`src/rtl/rr_sched_pkg.sv`:
```
// Shared constants and state encoding for the round-robin grant scheduler.
package rr_sched_pkg;

  localparam int N_REQ        = 8;
  localparam int IDX_W        = 3;
  localparam int MAX_HOLD_DEF = 255;

  typedef enum logic {
    ST_IDLE = 1'b0,
    ST_BUSY = 1'b1
  } state_e;

endpackage

```
`src/rtl/rr_onehot_dec.sv`:
```
// 3-to-8 one-hot decoder feeding the registered grant vector.
module rr_onehot_dec
  import rr_sched_pkg::*;
(
  input  logic             i_en,
  input  logic [IDX_W-1:0] i_idx,
  output logic [N_REQ-1:0] o_onehot
);

  always_comb begin
    o_onehot = '0;
    if (i_en) o_onehot[i_idx] = 1'b1;
  end

endmodule

```
`src/rtl/rr_grant_sched.sv`:
```
// Round-robin owner scheduler for one shared 8-way resource.
// Optional hold-limit preemption is enabled by defining GRANT_TIMEOUT_EN.
module rr_grant_sched
  import rr_sched_pkg::*;
#(
  parameter int MAX_HOLD = MAX_HOLD_DEF
) (
  input  logic             Clk,
  input  logic             Reset_n,
  input  logic [N_REQ-1:0] req,
  output logic [N_REQ-1:0] grant,
  output logic [IDX_W-1:0] grant_idx,
  output logic             grant_vld,
  output logic             timeout
);

  if (MAX_HOLD < 1 || MAX_HOLD > 255) begin : g_bad_hold
    $error("MAX_HOLD out of range 1..255");
  end

  // Rotate so last+1 sits at bit 0, find lowest set bit, map back.
  function automatic logic [IDX_W:0] f_rr_pick(
    input logic [N_REQ-1:0] v,
    input logic [IDX_W-1:0] last
  );
    logic [2*N_REQ-1:0] dbl;
    logic [N_REQ-1:0]   rot;
    logic [IDX_W:0]     s;
    logic [IDX_W-1:0]   j;
    logic               hit;
    dbl = {v, v};
    s   = {1'b0, last} + 4'd1;
    rot = dbl[s +: N_REQ];
    j   = '0;
    hit = 1'b0;
    for (int k = N_REQ - 1; k >= 0; k--) begin
      if (rot[k]) begin
        j   = IDX_W'(k);
        hit = 1'b1;
      end
    end
    return {hit, last + j + 3'd1};
  endfunction

  state_e           r_state;
  state_e           w_state_nxt;
  logic [IDX_W-1:0] r_idx;
  logic [IDX_W-1:0] r_last;
  logic [N_REQ-1:0] r_grant;
  logic             r_to;

  logic [IDX_W-1:0] w_idx_nxt;
  logic             w_vld_nxt;
  logic             w_new;
  logic             w_to_nxt;
  logic [N_REQ-1:0] w_own;
  logic [N_REQ-1:0] w_mask;
  logic [N_REQ-1:0] w_dec;
  logic             w_hit;
  logic [IDX_W-1:0] w_win;
  logic             w_hold;

  assign w_own  = N_REQ'(1) << r_idx;
  assign w_hold = |(req & w_own);
  assign w_mask = (r_state == ST_BUSY) ? (req & ~w_own) : req;
  assign {w_hit, w_win} = f_rr_pick(w_mask, r_last);

`ifdef GRANT_TIMEOUT_EN
  localparam logic [7:0] HOLD_LIM = 8'(MAX_HOLD - 1);
  logic [7:0] r_cnt;
  logic       w_expire;

  assign w_expire = (r_cnt >= HOLD_LIM) && w_hit;
`endif

  always_comb begin
    w_state_nxt = r_state;
    w_idx_nxt   = r_idx;
    w_vld_nxt   = (r_state == ST_BUSY);
    w_new       = 1'b0;
    w_to_nxt    = 1'b0;
    unique case (r_state)
      ST_IDLE: begin
        if (w_hit) begin
          w_state_nxt = ST_BUSY;
          w_idx_nxt   = w_win;
          w_vld_nxt   = 1'b1;
          w_new       = 1'b1;
        end
      end
      ST_BUSY: begin
        if (!w_hold) begin
          if (w_hit) begin
            w_idx_nxt = w_win;
            w_new     = 1'b1;
          end else begin
            w_state_nxt = ST_IDLE;
            w_idx_nxt   = '0;
            w_vld_nxt   = 1'b0;
          end
        end
`ifdef GRANT_TIMEOUT_EN
        else if (w_expire) begin
          w_idx_nxt = w_win;
          w_new     = 1'b1;
          w_to_nxt  = 1'b1;
        end
`endif
      end
    endcase
  end

  rr_onehot_dec u_dec (
    .i_en     (w_vld_nxt),
    .i_idx    (w_idx_nxt),
    .o_onehot (w_dec)
  );

  always_ff @(posedge Clk or negedge Reset_n) begin
    if (!Reset_n) begin
      r_state <= ST_IDLE;
      r_idx   <= '0;
      r_last  <= 3'd7;
      r_grant <= '0;
      r_to    <= 1'b0;
    end else begin
      r_state <= w_state_nxt;
      r_idx   <= w_idx_nxt;
      r_grant <= w_dec;
      r_to    <= w_to_nxt;
      if (w_new) r_last <= w_idx_nxt;
    end
  end

`ifdef GRANT_TIMEOUT_EN
  // Saturates at the limit so a late rival is preempted-for at once.
  always_ff @(posedge Clk or negedge Reset_n) begin
    if (!Reset_n) begin
      r_cnt <= '0;
    end else if (w_new) begin
      r_cnt <= '0;
    end else if (r_state == ST_BUSY && w_hold && r_cnt < HOLD_LIM) begin
      r_cnt <= r_cnt + 8'd1;
    end
  end
`endif

  assign grant     = r_grant;
  assign grant_idx = r_idx;
  assign grant_vld = |r_grant;
  assign timeout   = r_to;

endmodule

```
`config.mk`:
```
export PLATFORM = sky130hd
export DESIGN_NAME = rr_grant_sched
export DESIGN_NICKNAME = d
export VERILOG_FILES = /design/src/rtl/rr_sched_pkg.sv /design/src/rtl/rr_onehot_dec.sv /design/src/rtl/rr_grant_sched.sv
export SDC_FILE = /design/constraint.sdc
export NUM_CORES = 1
export LEC_CHECK = 0
export CORE_MARGIN = 2
export CORE_UTILIZATION = 25
export DETAILED_ROUTE_END_ITERATION = 12
export DONT_BUFFER_PORTS = 1
export SLEW_MARGIN = 20
export SYNTH_ARGS = -nofsm -noshare
export SYNTH_HDL_FRONTEND = slang
export SYNTH_SLANG_ARGS = --single-unit
```
`constraint.sdc`:
```
create_clock -name Clk -period 6.62 [get_ports Clk]
set_input_delay 0.662 -clock Clk [delete_from_list [all_inputs] [get_ports Clk]]
set_output_delay 0.662 -clock Clk [all_outputs]
set_load 0.02 [all_outputs]
```
# == Yosys cells after proc, flatten, opt, wreduce, memory -nomap -nowiden ==
# Index checks and enable logic that the tools add are counted.
# totals
out_inout_bits,13
register_bits,15
elab_cells,47
inputBits,10
# op_classes
shift,2
n_addsub,3
reduce_logical,3
magnitude_cmp,2
bitwise,4
muxes,29
# ops
operator,n
$mux W3,11
$and A8 B8 Y8,2
$mux W8,2
$reduce_or A8 Y1,2
$shiftx A16 B5 Y8,1
$mux W1,12
$not A8 Y8,1
$shl A1 B3 Y8 const A,1
$pmux W3 S2,1
$add A3 B1 Y4 const B,1
$lt A3 B4 Y1 const B,1
$pmux W1 S2,2
$add A3 B1 Y3 const B,1
$add A3 B3 Y3,1
$demux W1 S3,1
$ge A3 B1 Y1 const B,1
$logic_and A1 B1 Y1,1
$not A1 Y1,1

# == Longest topological paths before layout ==
# logic_depth
word_depth,23
ltp_mapped,15
ltp_nobuf,12

# == By module ==
# From an unflattened synthesis, not the netlist that was laid out.
# hier_totals
cells_unflattened,176
hier_area_um2,1541.5
# by_module_without_submodules
module,instances,seq_area_each_um2,area_each_um2,cells_each
rr_grant_sched,1,379.1,1446.4,168
rr_onehot_dec,1,0.0,95.1,8

# == Least setup slack after synthesis ==
# No wires, ideal clock.
# synth_timing
kind,register to register
start,"register r_idx[1], in the netlist grant_idx[1]"
end,"register r_grant[4], in the netlist grant[4]"
setup_time_ns,0.065
arrival_ns,3.248
n_path_buf,2
setup_slack_ns,3.307
synth_period_minus_slack_ns,3.313
required_ns,6.555
path_stages_with_launch,14
path_cell_list,dfrtp_1 > buf_6 > and4b_1 > nand2b_4 > mux4_2 > and3_2 > o22ai_1 > a31oi_1 > ha_1 > fa_1 > a2111oi_0 > a211o_1 > buf_6 > and3_2
# synth_between
elab_chain_cells,23
word_cells_on_any_way,38
cone_classes,add/sub (2); order compare (2); shift (2); mux (27); bitwise (3); reduce/logical (2)
# synth_rtl
item,line_no,source
start: declaration,rr_grant_sched.sv:47,logic [IDX_W-1:0] r_idx;
start signal: assignment,rr_grant_sched.sv:128,r_idx <= w_idx_nxt;
$shl A1 B3 Y8 *,rr_grant_sched.sv:63,assign w_own = N_REQ'(1) << r_idx;
$not A8 Y8,rr_grant_sched.sv:65,assign w_mask = (r_state == ST_BUSY) ? (req & ~w_own) : req;
$and A8 B8 Y8,rr_grant_sched.sv:65,
$mux W8,rr_grant_sched.sv:65,
$shiftx A16 B5 Y8,rr_grant_sched.sv:33,rot = dbl[s +: N_REQ];
$mux W3 (8 in series),rr_grant_sched.sv:37,if (rot[k]) begin
$add A3 B3 Y3,rr_grant_sched.sv:42,"return {hit, last + j + 3'd1};"
$add A3 B1 Y3,rr_grant_sched.sv:42,
(+2 left out),-,
$pmux W3 S2 *,rr_grant_sched.sv:82,unique case (r_state)
named net u_dec.i_idx[2],rr_onehot_dec.sv:6,"input logic [IDX_W-1:0] i_idx,"
$lt A3 B4 Y1 (not written as such) or $ge A3 B1 Y1 (tied branches),rr_onehot_dec.sv:12,if (i_en) o_onehot[i_idx] = 1'b1;
$logic_and A1 B1 Y1 (not written as such),rr_onehot_dec.sv:12,
$mux W1 (not written as such),rr_onehot_dec.sv:12,
$demux W1 S3 *,-,
$mux W8 *,rr_onehot_dec.sv:12,
named net u_dec.o_onehot[4],rr_onehot_dec.sv:7,output logic [N_REQ-1:0] o_onehot
end signal: assignment,rr_grant_sched.sv:129,r_grant <= w_dec;
end: declaration,rr_grant_sched.sv:49,logic [N_REQ-1:0] r_grant;
# Mark *: on every way through the listed nets, which the timed path passes. The rest lies on a longest branch.
# A chain may end at the register's enable or synchronous reset.

# == Final worst setup path ==
# layout_timing
start,"register r_idx[2], in the netlist grant_idx[2]"
end,"register r_grant[4], in the netlist grant[4]"
# layout_between
elab_chain_cells,23
word_cells_on_any_way,38
cone_classes,add/sub (2); order compare (2); shift (2); mux (27); bitwise (3); reduce/logical (2)
# layout_rtl
item,line_no,source
$shl A1 B3 Y8,rr_grant_sched.sv:63,
$not A8 Y8,rr_grant_sched.sv:65,
$and A8 B8 Y8,rr_grant_sched.sv:65,
$mux W8,rr_grant_sched.sv:65,
$shiftx A16 B5 Y8,rr_grant_sched.sv:33,
$mux W3 (8 in series),rr_grant_sched.sv:37,
$add A3 B3 Y3,rr_grant_sched.sv:42,
$add A3 B1 Y3,rr_grant_sched.sv:42,
$mux W3,rr_grant_sched.sv:93,if (w_hit) begin
$mux W3,rr_grant_sched.sv:92,if (!w_hold) begin
$pmux W3 S2,rr_grant_sched.sv:82,
$lt A3 B4 Y1 (not written as such) or $ge A3 B1 Y1 (tied branches),rr_onehot_dec.sv:12,
$logic_and A1 B1 Y1 (not written as such),rr_onehot_dec.sv:12,
$mux W1 (not written as such),rr_onehot_dec.sv:12,
$demux W1 S3,-,
$mux W8 *,rr_onehot_dec.sv:12,
named net u_dec.o_onehot[4],rr_onehot_dec.sv:7,
# Marks and branches as above.

==> results_dict.tcl <==
set metrics [dict create \
    timing.fmax_ghz 0.262 \
    yosysUniqueCellTypes 58 \
    synth_area_leaders "dfrtp_1, mux4_2, dfstp_2" \
    dieHeight_um 80.6 \
    rr_worst_depth 11 \
    synth_edf_count 0 \
    status "completed" \
    post_cts_buffers 0 \
    hpwl_um 2530 \
    worst_slew_pin_slew_ns 0.687 \
    startpoint_type "register" \
    synthArstFlopShare_pct 100 \
    clk_pin_slew_ns 0.06 \
    synth_common_cells "nand2_1, dfrtp_1, nand2b_1, o21ai_0, nor2_1" \
    start_util_pct 26.3 \
    numCtsBuffers 3 \
    required_ns 6.80 \
    holdWs_ns 0.112 \
    drc 0 \
    syn_inst 152 \
    clock-sinks 15 \
    utilization_pct 27.0 \
    setup_viol 0 \
    crit_slowest_cell "dfrtp_1" \
    hp-class "input port to async pin" \
    rrSetupSlack_ns 2.80 \
    antenna_found_initial 0 \
    multi_input_area_um2 967 \
    die-width_um 80.6 \
    dieArea_um2 6490 \
    layout-drive-gt1-share_pct 20.0 \
    stdcell_count 217 \
    synth-main-ff-cell "dfrtp_1" \
    crit_arrival_ns 4.00 \
    cpPeakStageDelay_ns 0.78 \
    place_congestion 0.848 \
    syn_area_per_cell_um2 9.65 \
    drv_cap 0 \
    post_cts_resized 0 \
    rsz0062_at_grt "no" \
    grtUsageTotal_pct 10.4 \
    synth_seq_cells 15 \
    nFillCells 585 \
    post-route-period-util_pct 57.7 \
    fin_skew_ns 0.00358 \
    synth_top_area_share_pct 20.5 \
    portBuffers 0 \
    grt_pass1_vias 1094 \
    cts_hold_buf 0 \
    core_area_um2 5570 \
    grt_pass1_wl_um 5310 \
    clk_latency_ns 0.24 \
    tns_ns 0 \
    htreeDepth 1 \
    r2r_start "grant_idx[2]" \
    num-nets-final 158 \
    overflow 0 \
    cts_tree "done" \
    slew_headroom_pct 54.2 \
    path_class "register to register" \
    dr_total_vias 1205 \
    core.rowCount 27 \
    yosysTopAreaCell "dfrtp_1" \
    critical_path.most_common_cell "and3_2" \
    drv_slew 0 \
    r2r-end "grant[4]" \
    diodes 0 \
    dp.cells 213 \
    wl_per_cell_um 15.0 \
    critPathMaxFanout 16 \
    grt_max_degree 18 \
    syn-num-nets 164 \
    ys_seq_area_share_pct 25.9 \
    num_io_pins 23 \
    seqCellArea_um2 379 \
    drtPass1Iterations 4 \
    routed_via_density 5.55 \
    wirelength_um 3260 \
    post-route-min-period_ns 3.82 \
    area_delta_synth_final_pct 2.56 \
    ys_warn_count 0 \
    drt-initial-drc-count 64 \
    yosysMostFrequentCell "nand2_1" \
    cp-end-kind "register" \
    cts_root_buffer "clkbuf_8" \
    crit_chain "and4bb_4, nand2b_1, mux4_2, and3_2, o22ai_1, a31oi_1, ha_1, fa_1, a2111oi_0, a211o_1, and3_2" \
    finalHoldViolations 0 \
    syn_area_um2 1470 \
    cts_buffer_depth 2 \
    drtAntennaViolNets 0 \
]
## routing by layer
layer / global-route usage, % / part of all wire [%] / vias up
li1: - / - / 574
met5: 0 / 0 / -
met1: 14.0 / 46 / 586
met2: 16.0 / 45 / 41
met4: 3.05 / 0.98 / 0
met3: 3.03 / 8.1 / 4
## cells by family (layout without fill, tap and decap cells)
kind of cell | Yosys count | in the layout | synth area share (%)
AOI/OAI and AO/OA | 42 | 42 | 22.5
other | 1 | 1 | 0.256
adders and majority gates | 2 | 2 | 2.22
muxes | 9 | 9 | 11.5
DFF | 15 | 15 | 25.9
and+or+nand+nor | 66 | 66 | 29.4
buffers and inverters | 17 | 10 | 8.19
## critical path: cells and delay by family (launching register included)
family,cells,cell delay (ns)
AND/OR/NAND/NOR,4,0.94
multiplexers,1,0.54
AO/OA/AOI/OAI,4,0.87
flip-flops,1,0.78
adder cells (fa/ha/maj),2,0.63
## layout by cell type (no fill, tap or decap), drive strengths merged, types with 2 or more instances in the layout
cell and instances:
and4b 3, nand2 21, inv 6, o22ai 4, a31oi 2, mux4 6
and4bb 2, mux2i 3, o221ai 5, nor3 5, nand3 4, o32ai 2
nor2 6, nand2b 10, a21boi 2, a21oi 3, nor4 2, dfstp 3
dfrtp 12, clkbuf 4, o21ai 9, o211ai 2, and3 6
## worst max path at each step
stage	startpoint	endpoint	slack (ns)
detailed placement	grant_idx[2]	grant[4]	2.81
CTS	grant_idx[2]	grant[4]	2.80
floorplan	grant_idx[1]	grant[4]	3.31
global route	grant_idx[0]	grant[4]	2.51
finish	grant_idx[2]	grant[4]	2.80
global placement	grant_idx[2]	grant[5]	2.87
## sequential cells by signal, indices dropped and copies added, names as in the netlist
register   flops
grant          8
grant_idx      3
r_last         3
r_state        1
## per-stage QoR
step	area (um2)	setup slack, ns
floorplan	1470	3.31
global placement	1460	2.87
detailed placement	1460	2.81
CTS	1500	2.80
global route	1500	2.51
finish	1500	2.80
## layout make-up
| class | instances | share of cell area [%] |
|---|---|---|
| Multi-Input combinational cell | 120 | 64.3 |
| Sequential cell | 15 | 25.2 |
| Inverter | 6 | 1.50 |
| Tap cell | 72 | 5.99 |
| Clock buffer | 4 | 3.00 |
Power is left out: the tool's default activity adds up to more than one toggle a clock period on the data nets, which glitch-free logic cannot reach.
